## config.mk

```make
export PLATFORM = sky130hd
export DESIGN_NAME = pc_fetch_control
export DESIGN_NICKNAME = d
export VERILOG_FILES = /design/src/rtl/pc_fetch_control.sv
export SDC_FILE = /design/constraint.sdc
export NUM_CORES = 1
export LEC_CHECK = 0
export ABC_AREA = 0
export BUFFER_PORTS_ARGS = -buffer_cell sky130_fd_sc_hd__buf_2
export CAP_MARGIN = 0
export CELL_PAD_IN_SITES_DETAIL_PLACEMENT = 1
export CELL_PAD_IN_SITES_GLOBAL_PLACEMENT = 1
export CORE_AREA = 3 3 111 113
export DETAILED_ROUTE_END_ITERATION = 10
export DIE_AREA = 0 0 114 116
export GPL_ROUTABILITY_DRIVEN = 0
export PLACE_DENSITY_LB_ADDON = 0.25
export SYNTH_ARGS = -nofsm -noshare
export SYNTH_HDL_FRONTEND = slang
export SYNTH_SLANG_ARGS = --single-unit
```

## constraint.sdc

```tcl
create_clock -name clk -period 1.89 [get_ports clk]
set_input_delay 0.189 -clock clk [delete_from_list [all_inputs] [get_ports clk]]
set_output_delay 0.189 -clock clk [all_outputs]
set_load 0.05 [all_outputs]
```

## src/rtl/pc_fetch_control.sv

```systemverilog
// Fetch program-counter control.
// Keeps the fetch PC, follows branch/jump redirects and marks the
// wrong-path bubble cycles that follow each redirect.
module pc_fetch_control #(
  parameter logic [31:0] RESET_PC     = 32'h00000000,
  parameter int unsigned GAP          = 4,
  parameter int unsigned FLUSH_CYCLES = 2
) (
  input  logic        clk,
  input  logic        reset,
  input  logic        stall,
  input  logic        branchTaken,
  input  logic [31:0] newAddress_branch,
  input  logic        jump,
  input  logic [31:0] jumpAddress,
  output logic [31:0] newAddress,
  output logic [31:0] newAddress_next,
  output logic        fetchValid,
  output logic        flush,
  output logic        misaligned,
  output logic [15:0] redirectCount
);

  localparam logic [31:0] GAP_W   = 32'(GAP);
  localparam logic [3:0]  FLUSH_W = 4'(FLUSH_CYCLES);

  typedef enum logic [0:0] {
    ST_RUN   = 1'b0,
    ST_FLUSH = 1'b1
  } state_e;

  state_e      state_q, state_d;
  logic [3:0]  cnt_q, cnt_d;
  logic [31:0] pc_q, pc_d;
  logic        flush_q, flush_d;
  logic        valid_q, valid_d;
  logic        mis_q, mis_d;
  logic [15:0] rc_q, rc_d;

  logic        redirect_s;
  logic [31:0] target_s;
  logic [31:0] pc_next_s;

  // Sequential successor of the current PC; wraps modulo 2^32.
  assign pc_next_s       = pc_q + GAP_W;
  assign newAddress_next = pc_next_s;

  // Branch wins over jump when both arrive together.
  assign redirect_s = branchTaken | jump;
  assign target_s   = branchTaken ? newAddress_branch : jumpAddress;

  // Next-state and next-output logic for the RUN/FLUSH controller.
  always_comb begin
    state_d = state_q;
    cnt_d   = cnt_q;
    pc_d    = pc_q;
    mis_d   = 1'b0;
    rc_d    = rc_q;
    if (redirect_s) begin
      // A redirect is taken even under stall and restarts any bubble run.
      state_d = ST_FLUSH;
      cnt_d   = FLUSH_W;
      pc_d    = {target_s[31:2], 2'b00};
      mis_d   = |target_s[1:0];
      if (rc_q != 16'hFFFF) begin
        rc_d = rc_q + 16'd1;
      end else begin
        rc_d = rc_q;
      end
    end else if (stall) begin
      // Stalled: PC, state and bubble counter all hold.
      state_d = state_q;
      cnt_d   = cnt_q;
    end else begin
      pc_d = pc_next_s;
      case (state_q)
        ST_RUN: begin
          state_d = ST_RUN;
        end
        ST_FLUSH: begin
          // Leaving on the decrement that reaches zero gives exactly
          // FLUSH_CYCLES cycles with flush high.
          if (cnt_q <= 4'd1) begin
            state_d = ST_RUN;
            cnt_d   = 4'd0;
          end else begin
            state_d = ST_FLUSH;
            cnt_d   = cnt_q - 4'd1;
          end
        end
        default: begin
          state_d = ST_RUN;
          cnt_d   = 4'd0;
        end
      endcase
    end
    flush_d = (state_d == ST_FLUSH);
    valid_d = (state_d == ST_RUN);
  end

  // State, PC and registered outputs with synchronous reset priority.
  always_ff @(posedge clk) begin
    if (reset) begin
      state_q <= ST_RUN;
      cnt_q   <= 4'd0;
      pc_q    <= RESET_PC;
      flush_q <= 1'b0;
      valid_q <= 1'b1;
      mis_q   <= 1'b0;
      rc_q    <= 16'd0;
    end else begin
      state_q <= state_d;
      cnt_q   <= cnt_d;
      pc_q    <= pc_d;
      flush_q <= flush_d;
      valid_q <= valid_d;
      mis_q   <= mis_d;
      rc_q    <= rc_d;
    end
  end

  assign newAddress    = pc_q;
  assign flush         = flush_q;
  assign fetchValid    = valid_q;
  assign misaligned    = mis_q;
  assign redirectCount = rc_q;

endmodule

```

==> results.yml, run 1 <==
critical_path:
  crit_fanout: 3
  rrSetupSlack_ps: -140
  r2r_cells: 8
  start_kind: "register"
  crit_arrival_ps: 2040
  endpoint_kind: "output pin"
  required_ps: 1700
  worstSetupPathType: "reg2out"
placed_design:
  place_hpwl_um: 14000
  placement.cell_area_mm2: 0.00610
  dp.cells: 861
  port_buffers: 147
power:
  power.leakage_uw: 0.00313
  power_density_mw_per_mm2: 554
  vdd_ir_drop_max_mv: 0.428
synthesis:
  synthTopCellsByCount: "53 x dfxtp_1, 48 x nand2_1, 30 x nor2_1"
  ys_seq_area_share_pct: 26.5
  yosysMostFrequentCell: "dfxtp_1"
  yosys_warnings: 0
  synth_top_area_cell: "dfxtp_1"
  async_flop_share_pct: 0
  synth_cells: 523
  synth_edf_count: 0
  synth_xor_area_share_pct: 6.57
  synth_compound_area_share_pct: 25.1
  synth_top_family_by_area: "simple AND/OR/NAND/NOR gates"
  synth_area_mm2: 0.00400
  yosys-top-cells-area: "dfxtp_1 27%, nand2_1 4.5%, xnor2_1 4.4%, a21oi_1 3.4%, nand3_1 3.3%"
  ys_seq_elements: 53
  synth_fa_ha_area_share_pct: 1.25
  synth_flop_cell: "dfxtp_1"
  synth_mux_area_share_pct: 2.35
  avgSynthCellArea_um2: 7.64
  yosysTopAreaCellShare_pct: 26.5
  synth_simple_gate_area_share_pct: 31.7
  yosysUniqueCellTypes: 65
clock_tree:
  clkTransAtPathRegs_ps: 90
  cts_made_buffers: 5
  clockBufferDepth: 2
  cts.sinks: 53
  cts_max_level: 2
  cts_tree: "built"
  hold_buffers: 0
  cts_root_buffer: "clkbuf_16"
  clock_latency_ps: 310
die:
  dieArea_mm2: 0.0132
  die_h_um: 116
  die_width_um: 114
  start_util_pct: 35.0
  core_area_mm2: 0.0114
  fp-row-count: 39
  ios: 152
global_routing:
  antenna_found_initial: 1
  grt_pass1_wl_um: 32100
  overflow: 0
  grt_pass1_vias: 5842
  grt_max_degree: 26
  grt.total_usage_pct: 30.7
route:
  viasPerCell: 6.53
  drtIter0Drc: 583
  drc: 0
  wl_um: 24700
  dr.pass1.iters: 5
  routed-via-count: 6018
  postRouteAntennaNets: 0
  wire_per_inst_um: 26.8
timing:
  final_hold_viol_count: 0
  worstMarginPinSlew_ps: 811
  fin_ws_ps: -337
  slew_viol_final: 0
  fin_hold_ws_ps: 120
  fin_crit_sh_pct: 118
  rsz0062_at_grt: "yes"
  fin_skew_ps: 14.8
  fmax_mhz: 449
  post-route-min-period_ps: 2230
  relSlewSlack_pct: 45.5
  setup_viol: 26
worst_hold_path:
  whs_path_depth: 2
  holdCritPathClass: "in2reg"
finish:
  diodes: 0
  design_area_mm2: 0.00720
  drive_above_1_share_pct: 53.9
  nets: 850
  syn_to_final_growth_pct: 80.2
  final-instance-count-excl-fill: 921
run:
  maxCapViolations: 0
outcome:
  status: "finished with violations"
  failed_checks: "negative setup slack"
==> worst max-delay path: stages (launching register included) <==
cell and delay (ps):
dfxtp_4 390, nand4_1 220, buf_4 220, or4_4 440, nor2_4 160, xnor2_4 130
buf_6 170
==> path summary, 6_finish.rpt <==
kind / from / end
worst max-delay path: newAddress[18] / newAddress_next[28]
worst min-delay path: newAddress_branch[1] / misaligned
worst max register to register: newAddress[10] / newAddress[18]
worst min register to register: redirectCount[9] / redirectCount[9]
==> timing repair <==
item	4_1_cts	5_1_grt
resized for setup	90	46
pin swaps	31	31
setup buffers	24	33
endpoints found under the setup margin	24	30
==> cells in the final DEF, fill, tap and decap left out, types with 17 or more instances in the layout <==
cell and count:
a21oi_1 27, buf_2 121, buf_4 107, buf_6 46, dfxtp_1 18, dfxtp_4 26, inv_1 23, nand2_1 41
nor2_1 23, nor2b_1 17
==> metrics by stage <==
step / worst slack, ps / util, % / setup TNS [ps] / power, µW
after global routing: -395 / 63.1 / -6050 / 4100
after detailed placement: -39.7 / 53.5 / -109 / 2670
final: -337 / 63.1 / -4920 / 3990
after floorplan: -101 / - / -330 / 2240
after CTS: -240 / 59.7 / -2440 / 3800
after global placement: 2.46 / 53.5 / 0 / 2630
==> report_power, final <==
| part | internal [µW] | switching (µW) | total [µW] |
|---|---|---|---|
| combinational | 558 | 1050 | 1600 |
| clock | 594 | 508 | 1100 |
| sequential | 1190 | 102 | 1290 |
==> state kept, by name, indices dropped and copies added, names as in the netlist <==
register	flops
cnt_q	4
fetchValid	1
flush	1
misaligned	1
newAddress	30
redirectCount	16
==> final cells by class <==
class / instances / area [µm²]
Fill cell: 1330 / 4210
Multi-Input combinational cell: 413 / 3550
Timing Repair Buffer: 281 / 2060
Sequential cell: 53 / 1170
Tap cell: 143 / 179
Clock buffer: 7 / 158
Inverter: 23 / 86.3
Clock inverter: 1 / 8.76
==> cell families (layout without fill, tap and decap cells) <==
family	Yosys count	after routing
muxes	9	9
DFF	53	53
other	1	4
and+or+nand+nor	229	229
buffers and inverters	60	312
adders and majority gates	4	4
AOI/OAI and AO/OA	137	137
xor gates and xnor gates	30	30
==> per-layer routing <==
layer | global-route usage, % | part of all wire, % | routed length [µm] | vias up
li1 | - | - | - | 2507
met1 | 35.2 | 36 | 8980 | 2927
met4 | 12.6 | 7.5 | 1840 | 2
met2 | 55.9 | 49 | 12100 | 431
met5 | 0 | 0.053 | 13 | -
met3 | 5.64 | 6.9 | 1690 | 151
Note: power is estimated with default switching activity, not from simulation.
==> inputs of run 2 (changes only) <==
- CORE_AREA: 3 3 111 113 -> 3 3 107 109
- DIE_AREA: 0 0 114 116 -> 0 0 110 112
- clock period: 1.89 -> 2.78 ns (I/O delays scaled with it)
==> run 2 against run 1 <==
  * The flow now finishes without violations
  * Via count fell by 21%
  * Non-clock buffer count fell by 111
  * Count of clock-buffer cells in the layout fell by 2
  * Worst hold slack improved by 47 ps
  * Critical path depth fell by 1
  * Power fell by 46%
  * Final cell count fell by 12%
  * Final area fell by 29%
  * First-iteration DRC count fell by 53%
  * Clock skew fell by 11 ps
  * Critical path type unchanged
  * Critical endpoint is now newAddress_next[30]
  * Largest power group is now sequential cells
==> results.yml, run 2 (synthesis gave the netlist of run 1 again) <==
outcome:
  status: "finished, final reports clean"
global_routing:
  antenna_found_initial: 1
  grt_pass1_wl_um: 25000
  grt_max_degree: 30
  grt.total_usage_pct: 25.3
  overflow: 0
  grt_pass1_vias: 4890
critical_path:
  endpoint_kind: "output pin"
  r2r_cells: 4
  crit_arrival_ps: 2390
  worstPathCellList: "nand4_4 -> or4_4 -> nor3_1 -> xnor2_1 -> buf_2"
  required_ps: 2500
  rr_endpoint: "redirectCount[14]"
  start_kind: "register"
  worstSetupPathType: "reg2out"
  slowest_stage: "or4_4"
  r2r-start: "redirectCount[6]"
  cpPeakStageDelay_ps: 590
  crit_fanout: 8
  rrSetupSlack_ps: 760
finish:
  final_cell_mix: "147 x buf_2, 53 x dfxtp_1, 48 x nand2_1"
  final_common_cell: "buf_2"
  nets: 739
  fillers: 1378
  diodes: 0
  largest_reg_flops: 30
  drive_above_1_share_pct: 31.2
  syn_to_final_growth_pct: 28.0
route:
  wl_um: 15800
  routed-via-count: 4744
  wire_per_inst_um: 19.6
  viasPerCell: 5.88
  drc: 0
  dr.pass1.iters: 4
  postRouteAntennaNets: 0
  drtIter0Drc: 275
clock_tree:
  cts_made_buffers: 5
  cts_tree: "built"
  clock_latency_ps: 330
  cts_max_level: 2
  postCtsSetupBuffers: 0
  cts_resized: 0
  cts_root_buffer: "clkbuf_8"
  clkTransAtPathRegs_ps: 110
  hold_buffers: 0
  cts.sinks: 53
  clockBufferDepth: 2
die:
  start_util_pct: 37.4
  core_area_mm2: 0.0107
  die_width_um: 110
  ios: 152
  die_h_um: 112
  fp-row-count: 38
  dieArea_mm2: 0.0123
timing:
  setup_viol: 0
  fin_skew_ps: 3.68
  finalSetupTns_ps: 0
  relSlewSlack_pct: 44.2
  final_hold_viol_count: 0
  fmax_mhz: 375
  worstMarginPinSlew_ps: 836
  rsz0062_at_grt: "no"
  fin_crit_sh_pct: 96.0
  slew_viol_final: 0
  fin_ws_ps: 112
  post-route-min-period_ps: 2670
placed_design:
  place_ws_ps: 427
  port_buffers: 147
  place_hpwl_um: 12100
power:
  power.leakage_uw: 0.00221
  vdd_ir_drop_max_mv: 0.210
  power_density_mw_per_mm2: 420
worst_hold_path:
  holdCritPathClass: "in2reg"
  whs_path_depth: 2
  hold_end: "newAddress[2]"
  hp-start: "newAddress_branch[2]"
run:
  maxCapViolations: 0
-- run 2: cell count changes in the layout (fill, tap and decap cells not counted), sizes merged --
| cell | before | now |
|---|---|---|
| clkinvlp | 0 | 1 |
| clkbuf | 7 | 5 |
| inv | 23 | 24 |
| buf | 281 | 170 |
-- run 2: worst max-delay path by stage --
stage	slack, ps	to	from
2_1_floorplan	140	newAddress_next[26]	newAddress[6]
3_3_place_gp	520	newAddress_next[9]	newAddress[2]
3_5_place_dp	430	newAddress_next[9]	newAddress[2]
4_1_cts	30	newAddress_next[9]	newAddress[2]
5_1_grt	10	newAddress_next[26]	newAddress[2]
6_report	110	newAddress_next[30]	newAddress[20]
-- run 2: report_power, final --
part | switching [µW] | total [µW] | leakage, µW | internal, µW
Sequential | 89.8 | 896 | 0.000436 | 806
Combinational | 546 | 773 | 0.00173 | 227
Clock | 301 | 481 | 0.0000445 | 180
Total | 936 | 2150 | 0.00221 | 1210
-- run 2: layout make-up --
type | instances | area [µm²] | area share [%]
multi-input combinational | 413 | 2800 | 54.7
sequential | 53 | 1060 | 20.7
inverter | 23 | 86.3 | 1.69
clock buffer | 5 | 68.8 | 1.34
timing repair buffer | 170 | 908 | 17.7
tap | 140 | 175 | 3.42
clock inverter | 3 | 21.3 | 0.416
-- run 2: worst max-delay path: cells and delay by family (launching register included) --
family,cells,cell delay (ps)
flip-flops,1,560
AND/OR/NAND/NOR,3,1060
buffers and inverters,1,280
XOR/XNOR,1,160
-- run 2: metrics by stage --
step / power, µW / area (µm²) / hold WS [ps] / utilization [%] / std cells
2_1_floorplan: 1460 / 4090 / 416 / - / 526
3_3_place_gp: 1660 / 5010 / 475 / 46.8 / 799
3_5_place_dp: 1680 / 5010 / 491 / 46.8 / 799
4_1_cts: 2170 / 5100 / 154 / 47.6 / 807
5_1_grt: 2250 / 5120 / 151 / 47.8 / 807
6_report: 2150 / 5120 / 166 / 47.8 / 807
-- run 2: layer usage --
layer | GRT usage, % | part of all wire (%)
met2 | 44.5 | 50
met4 | 6.73 | 1.3
met3 | 4.17 | 6.6
met5 | 0 | 0.044
met1 | 31.6 | 42
